File: src/rtl/weight_fetch_ctrl.sv
// weight_fetch_ctrl: walks filter x group x row reads of the weight ROM,
// hides the ROM's one-cycle latency and streams 128-bit words through a
// 2-entry valid/ready FIFO with row/group/filter/last tags.
// Optional macro: WEIGHT_FETCH_BOUNDS_CHECK_EN enables the end-address check
// and the sticky err flag; otherwise err is 0 and addresses wrap.
module weight_fetch_ctrl #(
  parameter int DEPTH  = 2696,
  parameter int ADDR_W = $clog2(DEPTH)
) (
  input  logic              clk,
  input  logic              reset,
  input  logic              start,
  input  logic [ADDR_W-1:0] base_addr,
  input  logic [2:0]        num_rows,
  input  logic [7:0]        num_groups,
  input  logic [7:0]        num_filters,
  output logic              rom_read_enable,
  output logic [ADDR_W-1:0] rom_addr,
  input  logic [31:0]       rom_data0,
  input  logic [31:0]       rom_data1,
  input  logic [31:0]       rom_data2,
  input  logic [31:0]       rom_data3,
  output logic              w_valid,
  input  logic              w_ready,
  output logic [31:0]       w_data0,
  output logic [31:0]       w_data1,
  output logic [31:0]       w_data2,
  output logic [31:0]       w_data3,
  output logic [2:0]        w_row,
  output logic [7:0]        w_group,
  output logic [7:0]        w_filter,
  output logic              w_last,
  output logic              busy,
  output logic              done,
  output logic              err
);
  typedef enum logic [1:0] {IDLE, ISSUE, DRAIN, DONE} state_t;

  typedef struct packed {
    logic [2:0] row;
    logic [7:0] group;
    logic [7:0] filter;
    logic       last;
  } tag_t;

  typedef struct packed {
    logic [3:0][31:0] data;
    tag_t             tag;
  } entry_t;

  state_t            state;
  logic [ADDR_W-1:0] base_q, idx, addr_hold;
  logic [2:0]        rows_q, row_c;
  logic [7:0]        groups_q, filters_q, grp_c, fil_c;
  logic              busy_q, done_q, err_q;

  logic              pend_vld;
  tag_t              pend_tag;
  entry_t            mem [2];
  logic              rd_ptr, wr_ptr;
  logic [1:0]        count;

  logic              pop, issue, last_rd, zero_dim, oob;
  logic [2:0]        used;
  logic [3:0][31:0]  rom_lanes;
  entry_t            head;

  assign rom_lanes = {rom_data3, rom_data2, rom_data1, rom_data0};
  assign head      = mem[rd_ptr];
  assign w_valid   = (count != 2'd0);
  assign pop       = w_valid && w_ready;
  // words buffered plus the one possibly still inside the ROM
  assign used      = {1'b0, count} + {2'b0, pend_vld};
  assign issue     = (state == ISSUE) && ((used - {2'b0, pop}) < 3'd2);
  assign last_rd   = (row_c == rows_q - 3'd1) && (grp_c == groups_q - 8'd1) &&
                     (fil_c == filters_q - 8'd1);
  assign zero_dim  = (num_rows == 3'd0) || (num_groups == 8'd0) || (num_filters == 8'd0);

`ifdef WEIGHT_FETCH_BOUNDS_CHECK_EN
  logic [19:0] end_addr;
  assign end_addr = 20'(base_addr) + 20'(num_rows) * 20'(num_groups) * 20'(num_filters) - 20'd1;
  assign oob      = (end_addr >= 20'(DEPTH));
  assign err      = err_q;
`else
  assign oob      = 1'b0;
  assign err      = 1'b0;
`endif

  assign rom_read_enable = issue;
  assign rom_addr        = issue ? (base_q + idx) : addr_hold;
  assign w_data0  = head.data[0];
  assign w_data1  = head.data[1];
  assign w_data2  = head.data[2];
  assign w_data3  = head.data[3];
  assign w_row    = head.tag.row;
  assign w_group  = head.tag.group;
  assign w_filter = head.tag.filter;
  assign w_last   = head.tag.last;
  assign busy     = busy_q;
  assign done     = done_q;

  // control FSM: job sampling, read walk counters, busy/done/err
  always_ff @(posedge clk) begin
    if (reset) begin
      state <= IDLE; base_q <= '0; idx <= '0; addr_hold <= '0;
      rows_q <= '0; groups_q <= '0; filters_q <= '0;
      row_c <= '0; grp_c <= '0; fil_c <= '0;
      busy_q <= 1'b0; done_q <= 1'b0; err_q <= 1'b0;
    end else begin
      if (issue) addr_hold <= rom_addr;
      case (state)
        IDLE: if (start) begin
          base_q <= base_addr; rows_q <= num_rows;
          groups_q <= num_groups; filters_q <= num_filters;
          idx <= '0; row_c <= '0; grp_c <= '0; fil_c <= '0;
          err_q <= !zero_dim && oob;
          if (zero_dim || oob) begin
            state <= DONE; done_q <= 1'b1;
          end else begin
            state <= ISSUE; busy_q <= 1'b1;
          end
        end
        ISSUE: if (issue) begin
          idx <= idx + 1'b1;
          if (row_c == rows_q - 3'd1) begin
            row_c <= '0;
            if (grp_c == groups_q - 8'd1) begin
              grp_c <= '0;
              fil_c <= fil_c + 8'd1;
            end else grp_c <= grp_c + 8'd1;
          end else row_c <= row_c + 3'd1;
          if (last_rd) state <= DRAIN;
        end
        DRAIN: if (pop && head.tag.last) begin
          state <= DONE; busy_q <= 1'b0; done_q <= 1'b1;
        end
        DONE: begin
          state <= IDLE; done_q <= 1'b0;
        end
        default: state <= IDLE;
      endcase
    end
  end

  // tag pipeline matching ROM latency, and the 2-entry output FIFO
  always_ff @(posedge clk) begin
    if (reset) begin
      pend_vld <= 1'b0; pend_tag <= '0;
      mem[0] <= '0; mem[1] <= '0;
      rd_ptr <= 1'b0; wr_ptr <= 1'b0; count <= '0;
    end else begin
      pend_vld <= issue;
      if (issue) pend_tag <= '{row: row_c, group: grp_c, filter: fil_c, last: last_rd};
      if (pend_vld) begin
        mem[wr_ptr] <= '{data: rom_lanes, tag: pend_tag};
        wr_ptr      <= ~wr_ptr;
      end
      if (pop) rd_ptr <= ~rd_ptr;
      count <= count + {1'b0, pend_vld} - {1'b0, pop};
    end
  end
endmodule

File: config.mk
export PLATFORM = sky130hd
export DESIGN_NAME = weight_fetch_ctrl
export DESIGN_NICKNAME = d
export VERILOG_FILES = /design/src/rtl/weight_fetch_ctrl.sv
export SDC_FILE = /design/constraint.sdc
export NUM_CORES = 1
export LEC_CHECK = 0
export ABC_AREA = 1
export CORE_MARGIN = 4
export CORE_UTILIZATION = 30
export DETAILED_ROUTE_END_ITERATION = 8
export RECOVER_POWER = 25
export SETUP_SLACK_MARGIN = 0.3
export SLEW_MARGIN = 20
export SYNTH_ARGS = -nofsm -noshare
export SYNTH_HDL_FRONTEND = slang
export SYNTH_SLANG_ARGS = --single-unit
File: constraint.sdc
create_clock -name clk -period 9.5 [get_ports clk]
set_input_delay 2.85 -clock clk [delete_from_list [all_inputs] [get_ports clk]]
set_output_delay 2.85 -clock clk [all_outputs]
set_load 0.005 [all_outputs]
# Word level (Yosys, flattened, before mapping)
# Memory sizes are Yosys's and may differ from the RTL's. A register that Yosys moved wholly into a read port is not among the register bits.
# Index checks and enable logic that the tools add are counted.
[totals]
ff_bits = 103
mem_bits_rw = 296
word_cells = 114
n_memories = 1
input_bits = 163
output_inout_bits = 165
[classes]
n_eq_ne = 14
bitwise_logic = 2
muxes = 41
addsub = 12
magnitude_cmp = 1
n_reduce_logical = 23
[memory_table]
columns = ["memory", "words", "word_bits", "read_ports", "rd_ports_with_merged_regs", "wr", "line", "source"]
rows = [
  ["mem", 2, 148, 1, 1, 2, "59", "entry_t mem [2];"],
]
[ops]
columns = ["operator", "n"]
rows = [
  ["$mux 148", 1],
  ["$reduce_or 148->1", 1],
  ["$mux 8", 7],
  ["$mux 12", 3],
  ["$pmux 8 s2", 2],
  ["$pmux 12 s2", 1],
  ["$add 8x1->8 const B", 2],
  ["$eq 8x8->1", 2],
  ["$logic_not 8->1", 2],
  ["$reduce_and 4->1", 4],
  ["$sub 8x1->8 const B", 2],
  ["$mux 1", 15],
  ["$add 12x1->12 const B", 1],
  ["$add 12x12->12", 1],
  ["$ne 2x2->1 const B", 6],
  ["$mux 2", 5],
  ["$mux 3", 3],
  ["$pmux 2 s4", 1],
  ["$pmux 3 s2", 1],
  ["$reduce_bool 2->1", 3],
  ["$logic_and 1x1->1", 5],
  ["$reduce_and 5->1", 1],
  ["$eq 2x2->1 const B", 2],
  ["$ne 2x1->1 const B", 2],
  ["18 further kinds", 20],
]

# Longest topological paths before layout
[logic_depth]
word_depth = 7
ltp_mapped = 21
mapped_depth_nobuf = 21

# Least setup slack after synthesis
# Ideal clock, no wire load.
[synth_timing]
path_type = "input to output"
from = "input port w_ready"
to = "output port rom_addr[0]"
required_ns = 6.650
path_slack_ns = 1.853
path_stages = 14
arrival_ns = 4.797
n_path_buf = 2
path_cell_list = "nand2_1 > inv_1 > ha_1 > inv_1 > ha_1 > fa_1 > nand2_1 > inv_1 > nor2_2 > nand2_2 > nor2_4 > buf_2 > clkbuf_1 > a21oi_1"
[synth_via]
elab_chain_len = 5
[synth_lines]
columns = ["item", "line", "source"]
rows = [
  ["start, declared", "24", "input logic w_ready,"],
  ["$logic_and 1x1->1", "71", "assign pop = w_valid && w_ready;"],
  ["via pop", "63", "logic pop, issue, last_rd, zero_dim, oob;"],
  ["$sub 3x1->3", "74", "assign issue = (state == ISSUE) && ((used - {2'b0, pop}) < 3'd2);"],
  ["$lt 3x2->1", "74", ""],
  ["$logic_and 1x1->1", "74", ""],
  ["via rom_read_enable", "17", "output logic rom_read_enable,"],
  ["$mux 12", "90", "assign rom_addr = issue ? (base_q + idx) : addr_hold;"],
  ["end, declared", "18", "output logic [ADDR_W-1:0] rom_addr,"],
]
# The timed path passes the listed nets, and every way through them passes these cells.

# Worst setup path in the final report
[layout_timing]
from = "input port w_ready"
to = "output port rom_addr[6]"
[layout_via]
elab_chain_len = 5
[layout_lines]
columns = ["item", "line"]
rows = [
  ["$logic_and 1x1->1", "71"],
  ["via pop", "63"],
  ["$sub 3x1->3", "74"],
  ["$lt 3x2->1", "74"],
  ["$logic_and 1x1->1", "74"],
  ["$mux 12", "90"],
]
# The timed path passes the listed nets, and every way through them passes these cells.

==> reports/summary.md <==
The worst setup path is launched from an input port. The max-cap check violation count was 6; the number of flops mapped to enable cells by yosys was 296. The run gives 0.0207 ns as the worst setup skew after layout. The transition time of the tightest slew-check pin was 2.57 ns. The logs give -0.712 for the relative slew slack and 0.0221 mm^2 for the post-place instance area.

In the post-route analysis, the smallest setup slack over all paths is 0.504 ns. The die area is 0.0639 mm^2, and the detailed-route wire length per cell is 16.3 um. The worst min-delay path category was register to register. Clock-pin slew was measured on the worst setup and hold paths at 0.05 ns. Once layout is complete, the cells apart from fillers number 2,839. The fraction of the yosys area taken by sequential cells is 0.611, and the maximum vdd drop is 139 uV. Once placement completed, the tool counted placed cells totaling 2,757.

In this run the number of H-tree levels came out at 2. The number of primary I/O pins is 328, and the number of storage elements in the synthesis netlist is 400. The routed layout has 12,900 vias. Entering global routing, the biggest net connects 107 pins. The share of the cycle needed by the critical path after routing works out to 0.947. In the layout the commonest cells are 396 x nor2_1, 320 x clkdlybuf4s50_1, 296 x edfxtp_1. When the netlist entered floorplanning its net count stood at 1,906. The total routing usage reported by global routing was 0.139.

The flow ran to the end, but the final reports show violations. In the detailed route, the total length drawn on met2 is 21,100 um. After detailed routing, the number of remaining DRC violations is 0.

The number of hold violations in the final report is 0. For the number of buffers added by the clock tree synthesis step, the log shows 47. The detailed router finished its first iteration with 781 violations. The checks that failed: capacitance limit, slew limit. Data arrives at the worst endpoint at 6.15 ns.

The first detailed-routing pass ran for 5 iterations. In this run the horizontal extent of the chip is 253 um. The deepest clock path buffer count is 3, and the biggest cell delay along the critical path is 0.54 ns. Commonest non-fill, non-tap cell in the layout: nor2_1. The share of synthesized flip-flops with an asynchronous set or reset is 0, and the final count of pins violating max slew is 310. Setup repair after global routing left no endpoint under its margin. The maximum fanout along the worst path came out at 17. Global routing finished with a remaining overflow of 0. For the later-pin clock latency in the skew report, the log shows 0.57 ns. Count of warnings emitted by yosys: 0. The run gives 0.0180 mm^2 as the summed instance area of the synthesized netlist. The most frequent cell on the critical path is inv_1. For this run, the post-layout net count is 2,223. The met3 wire length was 3130 um; the routed wire length was 46,100 um. Signal routing reaches up to met5. Length of routed wiring on met1: 20,800 um. Number of antenna violations at the first check in global routing: 2. The total of hold buffers inserted after clock tree synthesis is 0, and the pre-CTS worst setup slack is 0.637 ns. Counting I/O delays and the setup requirement, the final critical path takes 9.00 ns. For this design, the slowest cell found on the critical path is clkdlybuf4s50_1. For the clock sink total, the log shows 400. In the final timing run, aggregate negative setup slack is 0 ns.

Routability-driven placement finished with a final weighted congestion of 0.881. The run gives 0 as the number of diodes. Hold path startpoint: rd_ptr$_SDFFE_PP0P_.

Traced cell by cell, the critical path runs through dlygate4sd3_1 > nand2_1 > inv_1 > ha_1 > inv_1 > ha_1 > fa_1 > nand2_1 > inv_1 > nor2_2 > nand2_2 > nor2_4 > inv_1 > o21ai_0 > clkdlybuf4s50_1. By startpoint and endpoint, the worst setup path is classified as input port to output port. The tools report the critical path required time as 6.65 ns. In this run the tool buffered the top-level ports with 326 buffer cells. The floorplan has 89 rows. A synthesized cell averages 10.5 um^2.

Dividing the detail-routed via count by the number of cells gives 4.55. The area of all placed cells without fillers is 0.0235 mm^2, and the layout cell share with drive strength beyond 1 is 0.127. Timing would allow up to 111 MHz. For this run, the leading register cell type out of synthesis is edfxtp_1. The tree is rooted in a clkbuf_16. The worst register-to-register path begins at pend_vld$_SDFF_PP0_.

Chip height: 253 um. The first global-routing pass estimated 70,800 um of wire. The analysis attributes to cell leakage a power of 9.33 nW. The tools report the core area as 0.0591 mm^2. Detailed placement finished with a half-perimeter wire length of 30,900 um. The number of global-route vias before repair came out at 12,800. The initial core utilization is 0.304, and the area growth from synthesis to final layout is 31.0%. The tools report the distinct cell type count of the synthesized netlist as 49.

After technology mapping, the gate count stands at 1,716. The most critical setup path has its startpoint at w_ready. TritonCTS built the clock tree. Post-CTS repair changed the size of 0 cells. The count of nets left with antenna violations once routing finished came out at 0. The run gives 0 as the number of failing setup endpoints in the final timing report.

The power per cell area is 242 mW/mm^2. The worst setup path is captured at an output port. Buffers added to address setup during post-CTS repair amount to 0.
-- critical path, delay by kind of cell --
family                   cells  cell delay [ns]
AO/OA/AOI/OAI                1             0.27
adder cells (fa/ha/maj)      3             0.84
buffers and inverters        6             1.49
AND/OR/NAND/NOR              5             0.67
-- power by group --
| part | internal [mW] | total [mW] | switching, mW |
|---|---|---|---|
| Clock | 1.04 | 1.75 | 0.711 |
| Combinational | 0.838 | 1.73 | 0.887 |
| Sequential | 2.11 | 2.22 | 0.109 |
| Total | 3.99 | 5.69 | 1.71 |
-- path summary, 6_finish.rpt --
check                                            endpoint  slack [ns]  depth (start not counted)
worst max-delay path                          rom_addr[6]        0.50                         15
worst min-delay path                  rd_ptr$_SDFFE_PP0P_        0.45                          1
worst max register to register  mem[0][129]$_SDFFCE_PN0P_        5.01                          5
worst min register to register        rd_ptr$_SDFFE_PP0P_        0.45                          1
-- logic make-up (layout without fill, tap and decap cells) --
kind of cell	after synthesis	count (layout)	synth area share
simple gates	633	633	0.145
flops	400	400	0.611
buf+inv	314	664	0.0678
compound gates	163	163	0.0491
mux	148	148	0.0928
xor+xnor	30	30	0.0146
fa+ha+maj	27	27	0.0196
other cells	1	1	0.000209
-- registers in the layout, summed over array words and instances, names as in the netlist, 3 cells and up, named ones only --
signal,flops
mem,296
pend_tag,20
addr_hold,12
base_q,12
idx,12
fil_c,8
filters_q,8
groups_q,8
grp_c,8
row_c,3
rows_q,3
-- per-stage QoR --
| step | hold WS (ns) | util | power [mW] |
|---|---|---|---|
| after floorplan | 0.426 | - | 3.21 |
| after global placement | 0.436 | 0.373 | 3.97 |
| after detailed placement | 0.447 | 0.373 | 4.00 |
| after CTS | 0.455 | 0.399 | 5.78 |
| after global routing | 0.483 | 0.398 | 6.02 |
| final | 0.453 | 0.398 | 5.69 |
-- layer usage --
metal,GRT usage,vias up
li1,-,6289
met1,0.189,6161
met2,0.225,383
met3,0.0350,70
met4,0.0366,2
met5,0,-
-- cells in the mapped netlist (6+ instances only) --
library cell | instances | area share
dfxtp_1 | 104 | 0.12
nand3_1 | 49 | 0.014
nand4_1 | 9 | 0.0031
a21oi_1 | 76 | 0.021
clkbuf_1 | 52 | 0.011
inv_1 | 237 | 0.050
or2_2 | 7 | 0.0024
a211oi_1 | 6 | 0.0025
buf_2 | 14 | 0.0039
mux2_2 | 148 | 0.093
edfxtp_1 | 296 | 0.49
o21ai_0 | 67 | 0.019
ha_1 | 25 | 0.017
xor2_1 | 19 | 0.0093
xnor2_1 | 11 | 0.0054
nand2_1 | 130 | 0.027
nor2_1 | 396 | 0.083
nor3_1 | 12 | 0.0033
-- layout make-up --
class | count | area, um^2
multi-input combinational | 1002 | 5810
clock buffer | 64 | 1330
tap | 773 | 967
fill | 5741 | 35600
sequential | 400 | 11000
clock inverter | 18 | 168
timing repair buffer | 342 | 3380
inverter | 240 | 903
No activity file was read; power rests on OpenSTA's default activity.
